[src/rtl/noc_pkg.sv]
// noc_pkg: router port addressing constants shared by the input-port blocks
package noc_pkg;
  localparam int PORT_ADDR_W = 3;
  localparam int DEFAULT_FLIT_W = 32;
  localparam logic [PORT_ADDR_W-1:0] PORT_NORTH = 3'd0;
  localparam logic [PORT_ADDR_W-1:0] PORT_SOUTH = 3'd1;
  localparam logic [PORT_ADDR_W-1:0] PORT_EAST  = 3'd2;
  localparam logic [PORT_ADDR_W-1:0] PORT_WEST  = 3'd3;
  localparam logic [PORT_ADDR_W-1:0] PORT_LOCAL = 3'd4;
  function automatic logic is_legal_port(input logic [PORT_ADDR_W-1:0] addr);
    return addr <= PORT_LOCAL;
  endfunction
endpackage

[src/rtl/input_credit_buffer_if.sv]
// input_credit_buffer_if: upstream link, switch request and status signals of one input port
interface input_credit_buffer_if import noc_pkg::*; #(
  parameter int FLIT_W = DEFAULT_FLIT_W,
  parameter int DEPTH = 4
) ();
  localparam int CNT_W = $clog2(DEPTH + 1);
  logic [FLIT_W-1:0]      flit_i;
  logic                   flit_valid_i;
  logic                   credit_o;
  logic                   req_valid_o;
  logic [PORT_ADDR_W-1:0] req_port_addr_o;
  logic [FLIT_W-1:0]      flit_o;
  logic                   grant_i;
  logic [CNT_W-1:0]       count_o;
  logic                   overflow_err_o;
  logic                   bad_addr_err_o;
  modport master (
    output flit_i, flit_valid_i, grant_i,
    input  credit_o, req_valid_o, req_port_addr_o, flit_o, count_o, overflow_err_o, bad_addr_err_o
  );
  modport slave (
    input  flit_i, flit_valid_i, grant_i,
    output credit_o, req_valid_o, req_port_addr_o, flit_o, count_o, overflow_err_o, bad_addr_err_o
  );
endinterface

[src/rtl/noc_sync_fifo.sv]
// noc_sync_fifo: power-of-two synchronous FIFO with head presented from storage, zero when empty
module noc_sync_fifo #(
  parameter int FLIT_W = 32,
  parameter int DEPTH = 4,
  localparam int CNT_W = $clog2(DEPTH + 1),
  localparam int PTR_W = $clog2(DEPTH)
) (
  input  logic              clk,
  input  logic              rst_n,
  input  logic              wr_en,
  input  logic [FLIT_W-1:0] wr_data,
  input  logic              rd_en,
  output logic [FLIT_W-1:0] rd_data,
  output logic              full,
  output logic              empty,
  output logic [CNT_W-1:0]  count
);
  logic [FLIT_W-1:0] mem [DEPTH];
  logic [PTR_W-1:0]  wr_ptr;
  logic [PTR_W-1:0]  rd_ptr;
  // storage write; when full with a simultaneous read the slot being freed is reused
  always_ff @(posedge clk)
    if (wr_en) mem[wr_ptr] <= wr_data;
  // pointers wrap naturally at DEPTH; count tracks occupancy
  always_ff @(posedge clk or negedge rst_n)
    if (!rst_n) begin
      wr_ptr <= '0;
      rd_ptr <= '0;
      count  <= '0;
    end else begin
      if (wr_en) wr_ptr <= wr_ptr + PTR_W'(1);
      if (rd_en) rd_ptr <= rd_ptr + PTR_W'(1);
      count <= count + CNT_W'(wr_en) - CNT_W'(rd_en);
    end
  assign full    = count == CNT_W'(DEPTH);
  assign empty   = count == '0;
  assign rd_data = empty ? '0 : mem[rd_ptr];
endmodule

[src/rtl/input_credit_buffer.sv]
// input_credit_buffer: router input-port FIFO that returns one upstream credit per freed slot
module input_credit_buffer import noc_pkg::*; #(
  parameter int FLIT_W = DEFAULT_FLIT_W,
  parameter int DEPTH = 4
) (
  input logic                  clk,
  input logic                  rst_n,
  input_credit_buffer_if.slave bus
);
  localparam int PEND_W = $clog2(DEPTH + 2);
  logic              full;
  logic              empty;
  logic              pop;
  logic              legal;
  logic              push;
  logic              discard;
  logic [PEND_W-1:0] pend;
  assign pop     = bus.grant_i & ~empty;
  assign legal   = is_legal_port(bus.flit_i[PORT_ADDR_W-1:0]);
  assign push    = bus.flit_valid_i & legal & (~full | pop);
  assign discard = bus.flit_valid_i & ~legal;
  noc_sync_fifo #(.FLIT_W(FLIT_W), .DEPTH(DEPTH)) u_fifo (
    .clk     (clk),
    .rst_n   (rst_n),
    .wr_en   (push),
    .wr_data (bus.flit_i),
    .rd_en   (pop),
    .rd_data (bus.flit_o),
    .full    (full),
    .empty   (empty),
    .count   (bus.count_o)
  );
  assign bus.req_valid_o     = ~empty;
  assign bus.req_port_addr_o = bus.flit_o[PORT_ADDR_W-1:0];
  assign bus.credit_o        = pend != '0;
  // pending credits: pops and illegal discards add, each issued pulse drains one
  always_ff @(posedge clk or negedge rst_n)
    if (!rst_n) pend <= '0;
    else pend <= pend + PEND_W'(pop) + PEND_W'(discard) - PEND_W'(bus.credit_o);
  // sticky error flags, cleared only by reset
  always_ff @(posedge clk or negedge rst_n)
    if (!rst_n) begin
      bus.overflow_err_o <= 1'b0;
      bus.bad_addr_err_o <= 1'b0;
    end else begin
      if (bus.flit_valid_i & legal & full & ~pop) bus.overflow_err_o <= 1'b1;
      if (discard) bus.bad_addr_err_o <= 1'b1;
    end
endmodule

[src/flat_wrapper.sv]
// flat-port wrapper written by rule: the top's interface ports become plain ports
module input_credit_buffer_flat import noc_pkg::*;
#(
  parameter int FLIT_W = DEFAULT_FLIT_W,
  parameter int DEPTH = 4
)
  (clk, rst_n, bus_flit_i, bus_flit_valid_i, bus_grant_i, bus_credit_o, bus_req_valid_o, bus_req_port_addr_o, bus_flit_o, bus_count_o, bus_overflow_err_o, bus_bad_addr_err_o);
  input_credit_buffer_if #(.FLIT_W(FLIT_W), .DEPTH(DEPTH)) bus_i ();
  input logic clk;
  input logic rst_n;
  input wire logic [$bits(bus_i.flit_i)-1:0] bus_flit_i;
  input wire logic [$bits(bus_i.flit_valid_i)-1:0] bus_flit_valid_i;
  input wire logic [$bits(bus_i.grant_i)-1:0] bus_grant_i;
  output wire logic [$bits(bus_i.credit_o)-1:0] bus_credit_o;
  output wire logic [$bits(bus_i.req_valid_o)-1:0] bus_req_valid_o;
  output wire logic [$bits(bus_i.req_port_addr_o)-1:0] bus_req_port_addr_o;
  output wire logic [$bits(bus_i.flit_o)-1:0] bus_flit_o;
  output wire logic [$bits(bus_i.count_o)-1:0] bus_count_o;
  output wire logic [$bits(bus_i.overflow_err_o)-1:0] bus_overflow_err_o;
  output wire logic [$bits(bus_i.bad_addr_err_o)-1:0] bus_bad_addr_err_o;
  assign bus_i.flit_i = bus_flit_i;
  assign bus_i.flit_valid_i = bus_flit_valid_i;
  assign bus_i.grant_i = bus_grant_i;
  assign bus_credit_o = bus_i.credit_o;
  assign bus_req_valid_o = bus_i.req_valid_o;
  assign bus_req_port_addr_o = bus_i.req_port_addr_o;
  assign bus_flit_o = bus_i.flit_o;
  assign bus_count_o = bus_i.count_o;
  assign bus_overflow_err_o = bus_i.overflow_err_o;
  assign bus_bad_addr_err_o = bus_i.bad_addr_err_o;
  input_credit_buffer #(.FLIT_W(FLIT_W), .DEPTH(DEPTH)) u_core (.clk(clk), .rst_n(rst_n), .bus(bus_i));
endmodule
[config.mk]
export PLATFORM = sky130hd
export DESIGN_NAME = input_credit_buffer_flat
export DESIGN_NICKNAME = d
export VERILOG_FILES = /design/src/rtl/noc_pkg.sv /design/src/rtl/input_credit_buffer_if.sv /design/src/rtl/noc_sync_fifo.sv /design/src/rtl/input_credit_buffer.sv /design/src/flat_wrapper.sv
export SDC_FILE = /design/constraint.sdc
export NUM_CORES = 1
export LEC_CHECK = 0
export ABC_AREA = 1
export BUFFER_PORTS_ARGS = -buffer_cell sky130_fd_sc_hd__clkbuf_2
export CAP_MARGIN = 0
export CORE_AREA = 2 2 153 95
export CTS_BUF_LIST = sky130_fd_sc_hd__clkbuf_4 sky130_fd_sc_hd__clkbuf_8
export DETAILED_ROUTE_END_ITERATION = 6
export DIE_AREA = 0 0 155 97
export MAX_ROUTING_LAYER = met4
export SLEW_MARGIN = 20
export SYNTH_ARGS = -nofsm -noshare
export SYNTH_HDL_FRONTEND = slang
export SYNTH_SLANG_ARGS = --single-unit
export TNS_END_PERCENT = 20
[constraint.sdc]
create_clock -name clk -period 4.7 [get_ports clk]
set_input_delay 0.47 -clock clk [delete_from_list [all_inputs] [get_ports clk]]
set_output_delay 0.47 -clock clk [all_outputs]
set_load 0.01 [all_outputs]
# [Word-level counts from Yosys, hierarchy flattened]
# Memories as Yosys holds them, arrays and structs flattened.
# Cells that the tools add are included.
[op_classes] n_addsub=7 n_eq_ne=1 bitwise_logic=11 reduce_logical=2 n_mux=3 order_cmp=1
[op_table] cell="$mux 32" n=1
[op_table] cell="$add 3x1->3" n=3
[op_table] cell="$and 1x1->1" n=6
[op_table] cell="$sub 3x1->3" n=2
[op_table] cell="$add 2x1->2 const B" n=2
[op_table] cell="$not 1->1" n=4
[op_table] cell="$eq 3x3->1 const B" n=1
[op_table] cell="$le 3x3->1 const B" n=1
[op_table] cell="$logic_not 3->1" n=1
[op_table] cell="$reduce_bool 3->1" n=1
[op_table] cell="$mux 1" n=2
[op_table] cell="$or 1x1->1" n=1
[word_totals] memories=1 output_inout_bits=42 mem_bits_rw=128 inputBits=36 wordCells=32 reg_bits=12
[memory_table] name="u_core.u_fifo.mem" depth=4 word_bits=32 read_ports=1 rd_ports_with_merged_regs=0 write_ports=1 line_no="noc_sync_fifo.sv:18" rtl="logic [FLIT_W-1:0] mem [DEPTH];"

# [Depth between registers and ports, before layout]
# Gate-level depths: netlist of run 1.
[logic_depth] word_depth=7 mapped_depth=12 depth_no_buf=12

# [Cells and area by module]
# From an unflattened synthesis of run 1, not the netlist that was laid out.
[unflattened] hier_cells=584 area_unflattened_um2=6178.4
[modules_own_cells] mod="noc_sync_fifo" cells_each=547 n_inst=1 area_per_inst_um2=5849.4 seq_area_each_um2=4018.9
[modules_own_cells] mod="input_credit_buffer" cells_each=37 n_inst=1 area_per_inst_um2=329.1 seq_area_each_um2=125.1

# [Worst setup path before layout of run 1]
# OpenSTA, ideal clock, no wires.
[synth_path] path_kind="input to register" startpoint="input port bus_flit_i[1]" endpoint="memory u_core.u_fifo.mem[0][0] (enable)" t_required_ns=4.279 t_arrival_ns=2.387 setup_slack_ns=1.892 path_buffers=0 stages=3 setup_time_ns=0.421 cell_sequence="o21ai_0 -> nand3_1 -> nor2_1"
[synth_via] elab_chain_len=5
[synth_lines] item="from (decl)" line_no="flat_wrapper.sv:11" rtl="input wire logic [$bits(bus_i.flit_i)-1:0] bus_flit_i;"
[synth_lines] item="$le 3x3->1" line_no="noc_pkg.sv:11" rtl="return addr <= PORT_LOCAL;"
[synth_lines] item="$and 1x1->1 (2 in series)" line_no="input_credit_buffer.sv:20" rtl="assign push = bus.flit_valid_i & legal & (~full | pop);"
[synth_lines] item="$mux 1" line_no="noc_sync_fifo.sv:23" rtl="if (wr_en) mem[wr_ptr] <= wr_data;"
[synth_lines] item="$mux 1 (implied by the code)" line_no="noc_sync_fifo.sv:23"
[synth_lines] item="to (decl)" line_no="noc_sync_fifo.sv:18"
# No other way between the ends.

# [Worst setup path after layout of run 1]
[layout_path] startpoint="register u_core.u_fifo.rd_ptr[0]" endpoint="output port bus_flit_o[11]"
[layout_via] elab_chain_len=2
[layout_lines] item="from (decl)" line_no="noc_sync_fifo.sv:20" rtl="logic [PTR_W-1:0] rd_ptr;"
[layout_lines] item="from (signal assigned)" line_no="noc_sync_fifo.sv:32" rtl="if (rd_en) rd_ptr <= rd_ptr + PTR_W'(1);"
[layout_lines] item="$mem_v2 4x32"
[layout_lines] item="$mux 32" line_no="noc_sync_fifo.sv:37" rtl="assign rd_data = empty ? '0 : mem[rd_ptr];"
[layout_lines] item="to (decl)" line_no="flat_wrapper.sv:17" rtl="output wire logic [$bits(bus_i.flit_o)-1:0] bus_flit_o;"
# No other way between the ends.

==> impl_metrics.py, run 1 <==
metrics = {
    "global_routing": {
        "grt_pass1_vias": 3682,
        "grt_usage_pct": 17.0,
        "antenna_found_initial": 0,
        "grt.overflow.total": 0,
        "grt_start_max_net_pins": 112,
        "grt_first_pass_wirelength_mm": 18.8,
    },
    "routing": {
        "routed_wl_mm": 11.6,
        "dr.pass1.iters": 4,
        "vias": 3838,
        "drt-initial-drc-count": 288,
        "drc_errors": 0,
        "ant_nets": 0,
        "drt-vias-per-instance": 4.52,
        "wire_per_inst_um": 13.6,
    },
    "final_layout": {
        "final_nets": 706,
        "area_growth_syn_to_layout_pct": 16.9,
        "final_common_cell": "nand2_1",
        "drive_gt1_share_pct": 17.2,
        "diodes": 0,
        "final_cell_mix": "143 x nand2_1, 133 x nor2_1, 128 x edfxtp_1",
        "post-route-util_pct": 52.4,
    },
    "clock_network": {
        "cts_sinks": 140,
        "cts.clk_slew.worst_paths_ns": 0.08,
        "cts-root-buf": "clkbuf_8",
        "cts_buffer_depth": 2,
        "ctsHoldBuffers": 1,
        "cts_tree": "done",
        "cts_resized": 0,
        "h-tree-depth": 4,
        "clock_latency_ns": 0.45,
        "numCtsBuffers": 17,
        "postCtsSetupBuffers": 0,
    },
    "setup_path": {
        "reg2reg_from": "u_core.pend[1]",
        "crit_fanout": 84,
        "r2r-end": "u_core.pend[2]",
        "worstSetupEndpointType": "output pin",
        "path_class": "reg2out",
        "rrSetupSlack_ns": 2.28,
        "slowest_delay_ns": 0.63,
        "cpMostUsedCell": "nor2_1",
        "arrival_ns": 2.15,
        "critical_path_required_ns": 4.23,
        "path_cells": "buf_16, nor2_1, nor2_1, nand2_1, a21oi_1, clkbuf_2",
        "reg2reg_depth": 10,
        "crit_buf_inv": 2,
        "cp-start-kind": "flop",
        "worst_path_max_delay_cell": "dfrtp_4",
        "path_delay_family": "flip-flops",
    },
    "logic_synthesis": {
        "yosys-top-cells-area": "edfxtp_1 63%, nand2_1 8.9%, nor2_1 8.5%",
        "synth.distinct_cells": 20,
        "yosysSeqAreaShare_pct": 68.5,
        "yosys.area_share.simple_pct": 18.0,
        "yosysTopAreaCellShare_pct": 63.5,
        "synth_top_family_by_area": "simple AND/OR/NAND/NOR gates",
        "postSynthAreaPerCell_sq_um": 10.3,
        "synth_seq_cells": 140,
        "synthXorXnorAreaFrac_pct": 0.868,
        "syn_inst": 587,
        "yosys_warnings": 0,
        "muxShareOfSynthArea_pct": 0,
        "yosys.area_share.adder_pct": 2.11,
        "syn_area_sq_mm": 0.00605,
        "synth_compound_area_share_pct": 2.94,
        "syn_nets": 632,
        "yosys.area.top_type": "edfxtp_1",
    },
    "min_path": {
        "whs_endpoint": "u_core.u_fifo.mem[1][19]",
        "holdPathStages": 1,
        "hp-class": "in2reg",
        "holdCritStartpoint": "bus_flit_i[19]",
    },
    "place": {
        "pre_cts_ws_ns": 1.84,
        "portBuffers": 77,
        "dp_hpwl_mm": 6.99,
        "place_congestion": 0.758,
    },
    "timing": {
        "finalHoldViolations": 0,
        "setup_violations": 0,
        "rsz0062_at_grt": "false",
        "min_period_ns": 2.62,
        "slew_headroom_pct": 29.8,
        "fin_ws_ns": 2.08,
        "worstMarginPinSlew_ns": 1.05,
        "slew_violations": 0,
        "finalCritPeriodShare_pct": 55.7,
        "max_freq_ghz": 0.382,
        "skew_ns": 0.0110,
        "tns_ns": 0,
    },
    "floorplanning": {
        "rows": 33,
        "fp.dieArea_sq_mm": 0.0150,
        "initial_core_util_pct": 44.8,
        "die_x_um": 155,
        "io_pins": 78,
        "dieHeight_um": 97,
        "core_sq_mm": 0.0135,
    },
    "pwr": {
        "share_clk_of_total_power_pct": 25.8,
        "pwr-share-comb_pct": 36.5,
        "power_mw": 4.39,
        "irDropWorstVdd_v": 0.000273,
        "p_seq_share_pct": 37.7,
        "p_per_area_mw_per_mm2": 620,
        "switching_share_pct": 35.8,
        "p_leak_nw": 3.05,
        "p_sw_mw": 1.57,
        "p_int_mw": 2.82,
    },
    "run_status": {
        "status": "finished, final reports clean",
    },
    "run": {
        "maxCapViolations": 0,
    },
}
==> cell type report <==
class                      instances  area [sq um]
fill                            1202          6430
clock inverter                    13           221
tap                              175           219
sequential                       140          4150
multi-input combinational        337          1480
clock buffer                      19           249
inverter                          83           312
timing repair buffer              82           445
==> stage by stage <==
stage | std cells | area [sq um] | hold slack (ns)
2_1_floorplan | 587 | 6050 | 0.174
3_3_place_gp | 815 | 6570 | 0.374
3_5_place_dp | 815 | 6570 | 0.379
4_1_cts | 848 | 7050 | 0.231
5_1_grt | 849 | 7070 | 0.217
6_report | 849 | 7070 | 0.245
==> cells by family (layout without fill, tap and decap cells) <==
| kind of cell | after synthesis | count (layout) |
|---|---|---|
| XOR/XNOR | 6 | 6 |
| AND/OR/NAND/NOR | 287 | 287 |
| AO/OA/AOI/OAI | 35 | 35 |
| adder cells (fa/ha/maj) | 9 | 9 |
| flip-flops | 140 | 140 |
| buffers and inverters | 110 | 197 |
==> registers in the layout, indices dropped and copies added, names as in the netlist <==
name	count
u_core.u_fifo.mem	128
u_core.bus.overflow_err_o	1
u_core.u_fifo.rd_ptr	2
u_core.u_fifo.count	3
u_core.pend	3
u_core.bus.bad_addr_err_o	1
u_core.u_fifo.wr_ptr	2
==> per-layer routing <==
layer | track usage [%] | vias up | wire length, um
li1 | - | 1993 | -
met1 | 23.1 | 1757 | 5960
met2 | 24.5 | 79 | 5020
met3 | 5.02 | 9 | 502
met4 | 5.84 | 0 | 100
met5 | - | - | 0
==> worst register-to-register path, cell delays in order (launching register included) <==
cell	delay, ns
dfrtp_1	0.41
or3_1	0.42
ha_1	0.32
nand3b_1	0.19
nand2_1	0.09
inv_1	0.04
ha_1	0.16
inv_1	0.05
nand2_1	0.07
fa_1	0.39
xor2_1	0.17
==> worst max path at each step <==
stage,from,end,slack [ns],cells after the start
6_report,u_core.u_fifo.rd_ptr[0],bus_flit_o[11],2.08,6
5_1_grt,u_core.u_fifo.rd_ptr[0],bus_flit_o[8],1.92,6
4_1_cts,u_core.u_fifo.rd_ptr[0],bus_flit_o[22],1.69,6
3_5_place_dp,bus_flit_i[1],u_core.u_fifo.mem[1][14],1.84,4
3_3_place_gp,bus_flit_i[1],u_core.u_fifo.mem[1][15],1.98,4
2_1_floorplan,bus_flit_i[1],u_core.u_fifo.mem[0][0],1.89,3
==> power groups by stage <==
stage	sequential (mW)	clock, mW	combinational (mW)
floorplan	1.64	0	1.13
global placement	1.76	0	1.47
detailed placement	1.77	0	1.50
CTS	1.75	1.15	1.51
global route	1.67	1.21	1.82
finish	1.65	1.13	1.60
==> cells in the mapped netlist, drive strengths merged <==
cell type  count
nand3b         1
fa             2
edfxtp       128
o21ai          2
inv           83
ha             7
dfrtp         12
nor2         137
or3            1
nand3          3
clkbuf         4
nand4          2
o21bai         1
xor2           2
xnor2          4
a21oi         32
nand2        143
buf           23
Power figures use the tool's default switching activity.
==> run 2: changes to the inputs <==
--- a/config.mk
+++ b/config.mk
@@ -5,14 +5,15 @@
 export SDC_FILE = /design/constraint.sdc
 export NUM_CORES = 1
 export LEC_CHECK = 0
-export ABC_AREA = 1
+export ABC_AREA = 0
 export BUFFER_PORTS_ARGS = -buffer_cell sky130_fd_sc_hd__clkbuf_2
 export CAP_MARGIN = 0
-export CORE_AREA = 2 2 153 95
+export CORE_AREA = 2 2 146 91
 export CTS_BUF_LIST = sky130_fd_sc_hd__clkbuf_4 sky130_fd_sc_hd__clkbuf_8
 export DETAILED_ROUTE_END_ITERATION = 6
-export DIE_AREA = 0 0 155 97
+export DIE_AREA = 0 0 148 93
 export MAX_ROUTING_LAYER = met4
+export PLACE_DENSITY = 0.67
 export SLEW_MARGIN = 20
 export SYNTH_ARGS = -nofsm -noshare
 export SYNTH_HDL_FRONTEND = slang
==> constraint.sdc (replaced) <==
create_clock -name clk -period 2.3 [get_ports clk]
set_input_delay 0.23 -clock clk [delete_from_list [all_inputs] [get_ports clk]]
set_output_delay 0.23 -clock clk [all_outputs]
set_load 0.01 [all_outputs]
==> run 2 against run 1 <==
Final cell count shrank 36%; register-to-register slack got worse by 2.2 ns; first-iteration DRC count fell by 36%; critical path depth grew 1; core utilization up 1.7 points; flip-flop and latch count unchanged; synthesized cell count is 55% lower; die area down 8.5%; sequential power grew 110%; wire length is 12% lower; combinational power up 82%; clock power grew 110%.
==> impl_metrics.py, run 2 <==
metrics = {
    "logic_synthesis": {
        "postSynthAreaPerCell_sq_um": 21.0,
        "synthFlopType": "edfxtp_1",
        "yosysSeqAreaShare_pct": 75.2,
        "yosysMostFrequentCell": "edfxtp_1",
        "synth_seq_cells": 140,
        "synth_common_cells": "128 x edfxtp_1, 32 x and2_1, 32 x mux4_2",
        "yosys_warnings": 0,
        "synth_edf_count": 128,
        "postSynth.asyncResetShare_pct": 8.57,
        "synth.distinct_cells": 28,
        "syn_area_sq_mm": 0.00551,
        "syn_nets": 307,
        "yosys.area.top_type": "edfxtp_1",
        "syn_inst": 262,
        "yosysTopAreaCellShare_pct": 69.8,
        "yosys-top-cells-area": "edfxtp_1 70%, mux4_2 13%, dfrtp_1 5.4%",
    },
    "timing": {
        "min_period_ns": 2.24,
        "max_freq_ghz": 0.446,
        "finalCritPeriodShare_pct": 97.5,
        "setup_violations": 0,
        "tns_ns": 0,
        "skew_ns": 0.00931,
        "slew_headroom_pct": 74.2,
        "slew_violations": 0,
        "finalHoldViolations": 0,
        "worstMarginPinSlew_ns": 0.386,
    },
    "clock_network": {
        "clock_latency_ns": 0.42,
        "h-tree-depth": 4,
        "numCtsBuffers": 17,
        "cts_buffer_depth": 2,
        "cts.clk_slew.worst_paths_ns": 0.08,
        "cts-root-buf": "clkbuf_8",
        "cts_tree": "done",
        "cts_sinks": 140,
    },
    "pwr": {
        "p_seq_share_pct": 39.5,
        "p_per_area_mw_per_mm2": 1280,
        "switching_share_pct": 29.2,
        "p_sw_mw": 2.53,
        "pwr-share-comb_pct": 33.5,
        "irDropWorstVdd_v": 0.000534,
        "p_leak_nw": 2.43,
        "p_int_mw": 6.15,
        "share_clk_of_total_power_pct": 27.0,
    },
    "routing": {
        "wire_per_inst_um": 18.9,
        "drt-initial-drc-count": 185,
        "drc_errors": 0,
        "dr.pass1.iters": 5,
        "ant_nets": 0,
        "vias": 2744,
        "routed_wl_mm": 10.2,
        "drt-vias-per-instance": 5.05,
    },
    "place": {
        "portBuffers": 77,
        "place_congestion": 0.832,
        "dp_hpwl_mm": 6.20,
    },
    "final_layout": {
        "largest_reg_flops": 128,
        "drive_gt1_share_pct": 43.4,
        "nFillCells": 1027,
        "diodes": 0,
        "area_growth_syn_to_layout_pct": 22.7,
        "final_nets": 405,
        "final_common_cell": "edfxtp_1",
        "final_cell_mix": "128 x edfxtp_1, 77 x clkbuf_2, 32 x mux4_2, 32 x and2_1, 17 x clkbuf_8",
        "post-route-util_pct": 54.1,
        "top_regs": "u_core.u_fifo.mem: 128 flops, u_core.pend: 3 flops, u_core.u_fifo.count: 3 flops",
        "regMostFlops": "u_core.u_fifo.mem",
    },
    "setup_path": {
        "worstSetupEndpointType": "flop",
        "crit_fanout": 2,
        "path_class": "reg2reg",
        "arrival_ns": 2.55,
        "reg2reg_from": "u_core.pend[1]",
        "critical_path_required_ns": 2.61,
        "crit_start": "u_core.pend[1]",
        "cp-start-kind": "flop",
    },
    "min_path": {
        "holdCritStartpoint": "bus_flit_i[9]",
        "hp-class": "in2reg",
    },
    "global_routing": {
        "grt_usage_pct": 16.3,
        "grt_pass1_vias": 2826,
        "antenna_found_initial": 0,
        "grt.overflow.total": 0,
        "grt_start_max_net_pins": 35,
        "grt_first_pass_wirelength_mm": 15.8,
    },
    "floorplanning": {
        "dieHeight_um": 93,
        "die_x_um": 148,
        "rows": 32,
        "fp.dieArea_sq_mm": 0.0138,
        "initial_core_util_pct": 44.1,
        "io_pins": 78,
        "core_sq_mm": 0.0125,
    },
    "run_status": {
        "status": "finished, final reports clean",
    },
    "run": {
        "maxCapViolations": 0,
    },
}
## run 2: path summary, 6_finish.rpt
| kind | end | slack [ns] | depth (start not counted) |
|---|---|---|---|
| setup / recovery | u_core.pend[2] | 0.06 | 7 |
| hold / removal | u_core.u_fifo.mem[0][9] | 0.03 | 1 |
| setup reg to reg | u_core.pend[2] | 0.06 | 7 |
| hold reg to reg | u_core.bus.bad_addr_err_o | 0.48 | 1 |
| max in group asynchronous | u_core.u_fifo.rd_ptr[0] | 1.78 | 2 |
| min in group asynchronous | u_core.u_fifo.count[2] | 0.24 | 2 |
## run 2: critical path: stages, from the launching register on
cell and delay, ns:
dfrtp_1 0.38, or3_1 0.45, ha_4 0.28, xor2_1 0.17
ha_1 0.18, o21bai_1 0.16, fa_1 0.38, xnor2_1 0.14
## run 2: power groups by stage
stage	Combinational, mW	Sequential (mW)	Clock, mW
floorplan	1.92	3.38	0
global placement	2.84	3.49	0
detailed placement	2.89	3.51	0
CTS	2.95	3.43	2.40
global route	3.17	3.46	2.51
finish	2.91	3.43	2.35
## run 2: stage by stage
step           hold slack, ns  instances  instance area (sq um)  worst slack [ns]  power (mW)
6_report               0.0260        543                   6760            0.0567        8.69
5_1_grt               0.00124        543                   6760          -0.00882        9.15
4_1_cts              0.000714        540                   6720            0.0127        8.79
3_5_place_dp            0.141        504                   6200            0.0372        6.40
3_3_place_gp            0.133        504                   6200             0.114        6.33
2_1_floorplan         -0.0656        262                   5510           0.00233        5.30
## run 2: cell families (layout without fill, tap and decap cells)
group                    after synthesis  in the layout  share of synthesized area, %
flip-flops                           140            140                          75.2
buffers and inverters                 22            133                          1.93
adder cells (fa/ha/maj)                9              9                          2.32
AND/OR/NAND/NOR                       43             43                          5.06
multiplexers                          33             33                          13.4
XOR/XNOR                               8              8                          1.27
AO/OA/AOI/OAI                          7              7                         0.863
## run 2: cell type report
| type | count | area [sq um] | area share (%) |
|---|---|---|---|
| Clock inverter | 11 | 214 | 3.16 |
| Tap cell | 170 | 213 | 3.15 |
| Sequential cell | 140 | 4150 | 61.4 |
| Inverter | 6 | 22.5 | 0.333 |
| Timing Repair Buffer | 95 | 623 | 9.22 |
| Multi-Input combinational cell | 100 | 1280 | 18.9 |
| Clock buffer | 21 | 264 | 3.90 |
## run 2: repair_timing
action / in CTS / in global routing
pin swaps: 0 / 0
hold endpoints to repair: 20 / 12
endpoints found under the setup margin: 35 / 1
hold buffers: 3 / 3
setup buffers: 1 / 0
gates resized for setup: 2 / 1
## run 2: per-layer routing
metal	routed length, um	share of wire [%]	track usage (%)
met4	60	0.59	5.71
met2	4610	45	22.6
met5	0	0	-
met1	5040	49	23.2
met3	537	5.2	4.98
